[src/rtl/imem_arbiter.sv]
// imem_arbiter: round-robin sharing of the instruction-memory read port between fetch and debug
// Ports:
//   clk, rst_n                  clock, asynchronous active-low reset
//   if_req/if_addr              fetch request and byte address, held until if_gnt
//   if_gnt/if_rvalid            fetch grant pulse, response-valid pulse
//   if_rdata/if_err             fetch response word and fault flag (held between responses)
//   dbg_req/dbg_addr            debug request and byte address, held until dbg_gnt
//   dbg_gnt/dbg_rvalid          debug grant pulse, response-valid pulse
//   dbg_rdata/dbg_err           debug response word and fault flag (held between responses)
//   mem_a/mem_r/mem_rd          memory byte address, read enable, combinational read data
module imem_arbiter #(
  parameter int DEPTH_WORDS = 2048,
  parameter int ADDR_W      = 32
) (
  input  logic              clk,
  input  logic              rst_n,
  input  logic              if_req,
  input  logic [ADDR_W-1:0] if_addr,
  output logic              if_gnt,
  output logic              if_rvalid,
  output logic [31:0]       if_rdata,
  output logic              if_err,
  input  logic              dbg_req,
  input  logic [ADDR_W-1:0] dbg_addr,
  output logic              dbg_gnt,
  output logic              dbg_rvalid,
  output logic [31:0]       dbg_rdata,
  output logic              dbg_err,
  output logic [ADDR_W-1:0] mem_a,
  output logic              mem_r,
  input  logic [31:0]       mem_rd
);
  typedef enum logic [1:0] {IDLE, ACCESS, RESP} state_t;
  state_t            state_q, state_d;
  logic [ADDR_W-1:0] addr_q, addr_d;
  logic              own_dbg_q, own_dbg_d;
  logic              fault_q, fault_d;
  logic              last_dbg_q, last_dbg_d;
  logic [31:0]       if_rdata_q, if_rdata_d, dbg_rdata_q, dbg_rdata_d;
  logic              if_err_q, if_err_d, dbg_err_q, dbg_err_d;
  logic              gnt_if, gnt_dbg, gnt_any;
  logic [ADDR_W-1:0] sel_addr;
  logic [31:0]       resp_data;
  always_ff @(posedge clk or negedge rst_n) begin
    if (!rst_n) begin
      state_q     <= IDLE;
      addr_q      <= '0;
      own_dbg_q   <= 1'b0;
      fault_q     <= 1'b0;
      last_dbg_q  <= 1'b1;
      if_rdata_q  <= '0;
      if_err_q    <= 1'b0;
      dbg_rdata_q <= '0;
      dbg_err_q   <= 1'b0;
    end else begin
      state_q     <= state_d;
      addr_q      <= addr_d;
      own_dbg_q   <= own_dbg_d;
      fault_q     <= fault_d;
      last_dbg_q  <= last_dbg_d;
      if_rdata_q  <= if_rdata_d;
      if_err_q    <= if_err_d;
      dbg_rdata_q <= dbg_rdata_d;
      dbg_err_q   <= dbg_err_d;
    end
  end
  // On a tie the requester that was not served last wins.
  always_comb begin
    gnt_if   = (state_q != ACCESS) && if_req && (!dbg_req || last_dbg_q);
    gnt_dbg  = (state_q != ACCESS) && dbg_req && !gnt_if;
    gnt_any  = gnt_if || gnt_dbg;
    sel_addr = gnt_dbg ? dbg_addr : if_addr;
    state_d  = (state_q == ACCESS) ? RESP : gnt_any ? ACCESS : IDLE;
  end
  // The fault verdict is taken at grant time and travels with the transaction.
  always_comb begin
    addr_d      = gnt_any ? sel_addr : addr_q;
    own_dbg_d   = gnt_any ? gnt_dbg : own_dbg_q;
    last_dbg_d  = gnt_any ? gnt_dbg : last_dbg_q;
    fault_d     = gnt_any ? ((|sel_addr[1:0]) || ((sel_addr >> 2) >= ADDR_W'(DEPTH_WORDS))) : fault_q;
    resp_data   = fault_q ? 32'h0 : mem_rd;
    if_rdata_d  = (state_q == ACCESS && !own_dbg_q) ? resp_data : if_rdata_q;
    if_err_d    = (state_q == ACCESS && !own_dbg_q) ? fault_q : if_err_q;
    dbg_rdata_d = (state_q == ACCESS && own_dbg_q) ? resp_data : dbg_rdata_q;
    dbg_err_d   = (state_q == ACCESS && own_dbg_q) ? fault_q : dbg_err_q;
  end
  // Grants are masked by rst_n so they drop the moment reset is applied.
  always_comb begin
    mem_r      = (state_q == ACCESS) && !fault_q;
    mem_a      = mem_r ? addr_q : '0;
    if_gnt     = gnt_if && rst_n;
    dbg_gnt    = gnt_dbg && rst_n;
    if_rvalid  = (state_q == RESP) && !own_dbg_q;
    dbg_rvalid = (state_q == RESP) && own_dbg_q;
    if_rdata   = if_rdata_q;
    if_err     = if_err_q;
    dbg_rdata  = dbg_rdata_q;
    dbg_err    = dbg_err_q;
  end
endmodule

[config.mk]
export PLATFORM = sky130hd
export DESIGN_NAME = imem_arbiter
export DESIGN_NICKNAME = d
export VERILOG_FILES = /design/src/rtl/imem_arbiter.sv
export SDC_FILE = /design/constraint.sdc
export NUM_CORES = 1
export LEC_CHECK = 0
export CORE_MARGIN = 4
export CORE_UTILIZATION = 43
export CTS_BUF_LIST = sky130_fd_sc_hd__clkbuf_4
export CTS_CLUSTER_SIZE = 24
export DETAILED_ROUTE_END_ITERATION = 16
export PLACE_DENSITY = 0.84
export SETUP_SLACK_MARGIN = 0.15
export SKIP_CTS_REPAIR_TIMING = 1
export SYNTH_ARGS = -nofsm -noshare
export SYNTH_HDL_FRONTEND = slang
export SYNTH_SLANG_ARGS = --single-unit
[constraint.sdc]
create_clock -name clk -period 1.75 [get_ports clk]
set_clock_uncertainty 0.2 [all_clocks]
set_input_delay 0.35 -clock clk [delete_from_list [all_inputs] [get_ports clk]]
set_output_delay 0.35 -clock clk [all_outputs]
set_load 0.03 [all_outputs]
* After elaboration in Yosys (flattened, before gate mapping)
Index checks and enable logic that the tools add are counted.
** Storage, ports and cells
- Bits in registers :: 103
- Input bits :: 100
- Output and inout port bits :: 103
- Logic and storage cells :: 37
** Cells by class
- $lt $le $gt $ge :: 1
- Eq/ne operators :: 3
- Muxes and demuxes :: 5
- Reductions and logical operators :: 19
** Operators by type and width (count)
- 32-bit 2-to-1 mux :: 3
- 30-bit by 12-bit greater-or-equal comparator with 1-bit output, second input constant :: 1
- 1-bit logical AND :: 11
- 1-bit logical NOT :: 4
- 1-bit logical OR :: 3
- 2-bit by 1-bit equality test with 1-bit output, second input constant :: 1
- 2-bit equality test, second input constant :: 1
- 2-bit 2-to-1 mux :: 1
- 2-bit by 1-bit != test with 1-bit output, second input constant :: 1
- 2-bit OR reduction :: 1
- 1-bit 2-to-1 mux :: 1

* Logic depth before layout (Yosys ltp)
Gate-level depths: netlist of the first run.
- Word-level depth :: 8
- Depth in mapped cells :: 7
- Depth with buffers taken out :: 5

* Least setup slack after synthesis of the first run
No wires, ideal clock.
- Path kind :: reg2out
- From :: reg state_q[1]
- To :: out mem_a[22]
- Arrival time :: 1322 ps
- Required time :: 1200 ps
- Setup slack :: -122 ps
- Cell stages (with the launch flop) :: 5
- Buffers on the path :: 1
- Cell sequence :: dfrtp_1 -> nand2b_4 -> nor2_1 -> buf_2 -> and2_1
** On the way
- Longest elaborated chain between the ends :: 3
** Ends and longest elaborated chain
- from (decl) :: line 34 : state_t state_q, state_d;
- from (signal assigned) :: line 56 : state_q <= state_d;
- 2-bit by 1-bit equality test with 1-bit output :: line 89 : mem_r = (state_q == ACCESS) && !fault_q;
- 1-bit logical AND :: line 89
- via mem_r :: line 30 : output logic mem_r,
- 32-bit 2-to-1 mux :: line 90 : mem_a = mem_r ? addr_q : '0;
- to (decl) :: line 29 : output logic [ADDR_W-1:0] mem_a,
The timed path passes the listed nets, and every way through them passes these cells.

* Worst setup path in the final report of the first run
- From :: reg state_q[1]
- To :: out mem_a[31]
** On the way
- Longest elaborated chain between the ends :: 3
** Ends and longest elaborated chain (line)
- 2-bit by 1-bit equality test with 1-bit output :: 89
- 1-bit logical AND :: 89
- 32-bit 2-to-1 mux :: 90
No other way between the ends.

==> out/results.txt, run 1 <==
status -> finished, violations left
failing checks -> negative setup slack
multi-input logic area -> 2020 sq um
final-report setup violation count -> 90
share of the yosys chip area belonging to registers -> 0.562
level count of the clock H-tree -> 3
post-synthesis simple-gate area fraction -> 0.205
CP endpoint kind -> primary output
Slew @ Worst Pin -> 858 ps
Final Cycle Share -> 1.28
Worst EP arrival -> 1690 ps
Core ar. -> 10400 sq um
Leakage -> 0.00384 uW
Sequential Area -> 2580 sq um
slowest CP cell -> dfrtp_1
Distinct cells, synth -> 32
Syn Nets -> 562
largest family of logic cells by synthesized area -> simple AND/OR/NAND/NOR gates
ranking of synthesized cells by area -> dfrtp_1 56%, mux2i_1 7.0%, o21ai_0 6.9%, nand2_1 5.7%, nand2b_1 4.5%
worst-path fanout max -> 13
WS Path Type -> register to primary output
compound-cell area share of the yosys netlist -> 0.110
data required time of the worst path -> 1200 ps
reg2reg setup slack -> -370 ps
Worst setup SP type -> register
vias in the first global route -> 4208
final core utilization -> 0.797
placed cell count -> 798
setup ws final -> -493 ps
multiplexer share of the synthesized area -> 0.0747
layout cells sized above 1 -> 0.381
routed len/inst -> 20.7 microns
Clock Power Share -> 0.143
crit path time final -> 2240 ps
Async S/R FF share, synth -> 1.00
DR iter-0 viols -> 366
DP HPWL -> 10.4 mm
fin nets -> 851
CTS tree -> done
Crit path largest cell delay -> 420 ps
Seq cells post-synth -> 103
total internal power -> 5080 uW
grt total ovfl -> 0
part of the power in combinational logic -> 0.459
synthesized-area fraction occupied by adder cells -> 0
Setup WS pre-CTS -> -293 ps
# fillers -> 604
clock sinks -> 103
global-route wire length before repair -> 21.4 mm
largest net degree at the start of global routing -> 69
Post-Synthesis Cells -> 462
Worst-path clk slew -> 170 ps
switching part of the total -> 0.357
syn avg cell area -> 9.94 sq um
Root Buffer -> clkbuf_4
post-route insts no fill -> 892
Reg power frac -> 0.398
Synth Area in XOR/XNOR -> 0
Netlist Area Pre-Place -> 4590 sq um
die area -> 12400 sq um
initial antenna violation count -> 0
Vert. Die Dim -> 111 microns
post-route ant nets -> 0
Worst slew margin -> 0.428
Synth top area share -> 0.556
Psw -> 2820 uW
Slew Viols, Final -> 0
Ports -> 203
PortBufs -> 202
diode count -> 0
cell taking the most area after synthesis -> dfrtp_1
Worst-Skew Late Latency -> 430 ps
RSZ-0062 raised after global routing -> yes
Final Hold Viols -> 0
maxcap violations -> 0
Tot GR Track Use -> 0.210
gp weighted congestion -> 0.879
crit path cell chain -> nand2b_4 > nor2_4 > buf_12 > and2_1 > buf_6
Residual DRC -> 0
VDD IR max -> 0.648 mV
Yosys warnings -> 0
first-pass detailed-route iteration total -> 5
vias per inst -> 5.42
Cell Rows -> 37
Max Buffers Root-to-Sink -> 2
Post-synth EDFFs -> 0
total wire length -> 18.5 mm
P&R area growth vs syn -> 80.0%
top-count cell post-synth -> dfrtp_1
worst hold-check path type -> primary input to register
TritonCTS Buffers -> 9
Power Dens Cells -> 956 nW/um^2
Post-synth top cells -> 102 x dfrtp_1, 70 x nand2_1, 63 x o21ai_0
Achievable Freq -> 446 MHz
routed vias -> 4837
die width -> 111 microns
Primary FF master, synth -> dfrtp_1
initial core utilization -> 0.443
-- worst max-delay path: cells and delay by family, from the launching register on --
family / cells / cell delay [ps]
buf+inv: 2 / 320
simple gates: 3 / 540
flops: 1 / 420
-- cell type report --
cell class,instances,share of cell area
tap,136,0.0206
inverter,3,0.00288
timing repair buffer,308,0.405
multi-input combinational,326,0.245
clock buffer,10,0.00909
sequential,103,0.312
clock inverter,6,0.00560
-- through the flow --
step / hold slack (ps) / power (uW) / instance area, sq um / TNS [ps]
floorplan: -146 / 4290 / 4700 / 0
global placement: 159 / 4990 / 6900 / -5460
global route: 269 / 8240 / 8260 / -29390
detailed placement: 170 / 5080 / 6900 / -5860
finish: 281 / 7900 / 8260 / -21710
CTS: -339 / 6170 / 7020 / -37560
-- kinds of logic (layout without fill, tap and decap cells) --
kind of cell	Yosys count	in the layout
mux	34	34
flops	103	103
simple gates	191	192
compound gates	100	100
buf+inv	34	327
-- layout by cell type (no fill, tap or decap), types with 12 or more instances in the layout --
cell and n:
a21oi_1 30, and2_4 30, buf_12 12, buf_4 62, buf_6 111, clkbuf_16 12, clkdlybuf4s50_1 98, dfrtp_1 101
mux2i_1 29, nand2_1 68, nand2b_1 32, nor2_1 29, o21ai_0 24, o21ai_1 35
-- path summary, 6_finish.rpt --
kind,startpoint,end,cells after the start
setup / recovery,state_q[1]$_DFF_PN0_,mem_a[31],5
hold / removal,mem_rd[3],dbg_rdata[3]$_DFFE_PN0P_,3
setup reg to reg,state_q[0]$_DFF_PN0_,addr_q[4]$_DFFE_PN0N_,11
hold reg to reg,dbg_rdata[14]$_DFFE_PN0P_,dbg_rdata[14]$_DFFE_PN0P_,2
max in group asynchronous,rst_n,if_rdata[25]$_DFFE_PN0P_,3
min in group asynchronous,rst_n,addr_q[3]$_DFFE_PN0N_,3
-- sequential cells by signal, indices dropped and copies added, names as in the netlist --
signal,cells
state_q,2
dbg_err,1
if_rdata,32
fault_q,1
own_dbg_q,1
addr_q,32
dbg_rdata,32
if_err,1
last_dbg_q,1
-- routing by layer --
| layer | track usage | vias to the layer above | routed length [microns] |
|---|---|---|---|
| li1 | - | 2127 | - |
| met1 | 0.266 | 2342 | 6680 |
| met2 | 0.358 | 305 | 9660 |
| met3 | 0.0562 | 63 | 1540 |
| met4 | 0.0584 | 0 | 610 |
| met5 | 0 | - | 0 |
-- power by group through the flow --
stage	Combinational (uW)	Clock, uW	Sequential, uW
floorplan	1280	0	3020
global placement	1920	0	3070
detailed placement	1970	0	3100
CTS	1980	1130	3060
global route	3800	1260	3190
finish	3630	1130	3140
No activity file was read; power rests on OpenSTA's default activity.
==> run 2: changes to the inputs <==
Settings changed: CORE_ASPECT_RATIO from default to 0.6, MAX_ROUTING_LAYER from default to met4, SLEW_MARGIN from default to 20.
==> run 2 against run 1 <==
  * The run still ends with negative setup slack left
  * Sequential share of layout area is 1.2 points lower
  * Wire length is 4.0% lower
  * Sequential power hardly changed
  * Fmax rose by 1.1%
  * Global-route usage increased by 1.8 points
  * Clock-buffer cell count fell by 1
  * Worst hold slack got worse by 38 ps
  * Final area is 4.1% higher
  * Cell count down 1.0%
  * Die area up 0.44%
  * Via count fell by 4.7%
==> out/results.txt, run 2 (synthesis results as in run 1) <==
Root Buffer -> clkbuf_4
total internal power -> 5500 uW
Final Cycle Share -> 1.27
Power Dens Cells -> 979 nW/um^2
first-pass detailed-route iteration total -> 4
CP endpoint kind -> primary output
CTS tree -> done
Slew @ Worst Pin -> 879 ps
Final Hold Viols -> 0
part of the power in combinational logic -> 0.450
fin nets -> 845
data required time of the worst path -> 1200 ps
Psw -> 2920 uW
PortBufs -> 202
post-route ant nets -> 0
DP HPWL -> 10.5 mm
CP startpoint -> state_q[1]$_DFF_PN0_
die area -> 12400 sq um
routed vias -> 4610
status -> finished, violations left
most frequent cells in the layout -> 114 x buf_6, 101 x dfrtp_1, 98 x clkdlybuf4s50_1, 58 x buf_4, 47 x nand2_1
Worst setup SP type -> register
WP buf/inv -> 2
WS Path Type -> register to primary output
Design Area, Final -> 8600 sq um
VDD IR max -> 0.539 mV
post-route insts no fill -> 883
Leakage -> 0.00387 uW
Ports -> 203
layout cells sized above 1 -> 0.452
failing checks -> negative setup slack
cell family with the largest share of critical-path delay -> simple AND/OR/NAND/NOR gates
total wire length -> 17.8 mm
global-route wire length before repair -> 21.7 mm
commonest non-fill, non-tap cell in the layout -> buf_6
RSZ-0062 raised after global routing -> yes
worst-path fanout max -> 20
Slew Viols, Final -> 0
DR iter-0 viols -> 226
Clock Power Share -> 0.177
largest net degree at the start of global routing -> 71
level count of the clock H-tree -> 3
switching part of the total -> 0.347
hold path startpoint -> mem_rd[1]
Reg power frac -> 0.374
vias per inst -> 5.22
P&R area growth vs syn -> 87.3%
Worst slew margin -> 0.414
initial antenna violation count -> 0
maxcap violations -> 0
Cell Rows -> 28
placed cell count -> 808
Max Buffers Root-to-Sink -> 2
die width -> 141 microns
gp weighted congestion -> 0.854
Worst-path clk slew -> 160 ps
worst hold-check path type -> primary input to register
Tot GR Track Use -> 0.228
TritonCTS Buffers -> 9
setup ws final -> -468 ps
clock sinks -> 103
Achievable Freq -> 451 MHz
vias in the first global route -> 4183
Core ar. -> 10100 sq um
grt total ovfl -> 0
diode count -> 0
Crit path largest cell delay -> 420 ps
worst r2r src -> state_q[1]$_DFF_PN0_
Worst EP arrival -> 1670 ps
Worst-Skew Late Latency -> 440 ps
initial core utilization -> 0.453
routed len/inst -> 20.1 microns
final-report setup violation count -> 136
Vert. Die Dim -> 88.0 microns
crit path time final -> 2220 ps
placed inst area -> 6980 sq um
Residual DRC -> 0
crit path cell chain -> nand2b_4 > nor2_4 > buf_12 > and2_1 > buf_6
slowest CP cell -> dfrtp_1
==> run 2: layer usage <==
layer / track usage / up-vias / routed length, microns
met5: - / - / 0
met4: 0.0392 / 0 / 197
met3: 0.0655 / 20 / 1470
met2: 0.367 / 199 / 8730
met1: 0.296 / 2274 / 7350
li1: - / 2117 / -
==> run 2: metrics by stage <==
stage / total power, uW / TNS, ps / hold slack, ps / utilization / setup WS (ps)
floorplan: 4290 / 0 / -146 / - / 108
global route: 8780 / -36360 / 241 / 0.849 / -527
detailed placement: 5020 / -7900 / 249 / 0.689 / -276
CTS: 6480 / -39120 / -259 / 0.706 / -495
global placement: 4930 / -6800 / 246 / 0.689 / -241
finish: 8420 / -30510 / 243 / 0.849 / -468
==> run 2: tightest hold or removal path, stage by stage <==
cell             delay [ps]
clkdlybuf4s50_1         400
nand2b_1                 80
o21ai_1                  60
==> run 2: path summary, 6_finish.rpt <==
path / end / slack [ps] / cells past startpoint
worst max register to register: if_rdata[18]$_DFFE_PN0P_ / -250 / 11
min in group asynchronous: addr_q[22]$_DFFE_PN0N_ / 430 / 3
worst min register to register: last_dbg_q$_DFFE_PN1N_ / 300 / 2
worst min-delay path: dbg_rdata[1]$_DFFE_PN0P_ / 240 / 3
worst max-delay path: mem_a[1] / -470 / 5
max in group asynchronous: own_dbg_q$_DFFE_PN0N_ / 140 / 3
==> run 2: final cells by class <==
type,count,area [sq um]
fillers,519,1530
multi-input cells,325,2270
clock buffers,9,67.6
clock inverters,5,106
flip-flops and latches,103,2580
repair buffers,303,3390
inverters,3,23.8
well taps,135,169
==> run 2: power by group through the flow <==
stage,Clock [uW],Sequential (uW),Combinational (uW)
CTS,1510,3040,1930
finish,1490,3150,3780
global placement,0,3060,1870
floorplan,0,3020,1280
detailed placement,0,3090,1920
global route,1620,3190,3970
==> run 3: changes to the inputs <==
Settings changed: GPL_TIMING_DRIVEN from default to 1.
==> results of run 3 <==
No change in the layout: final DEF, timing and power equal those of run 2.
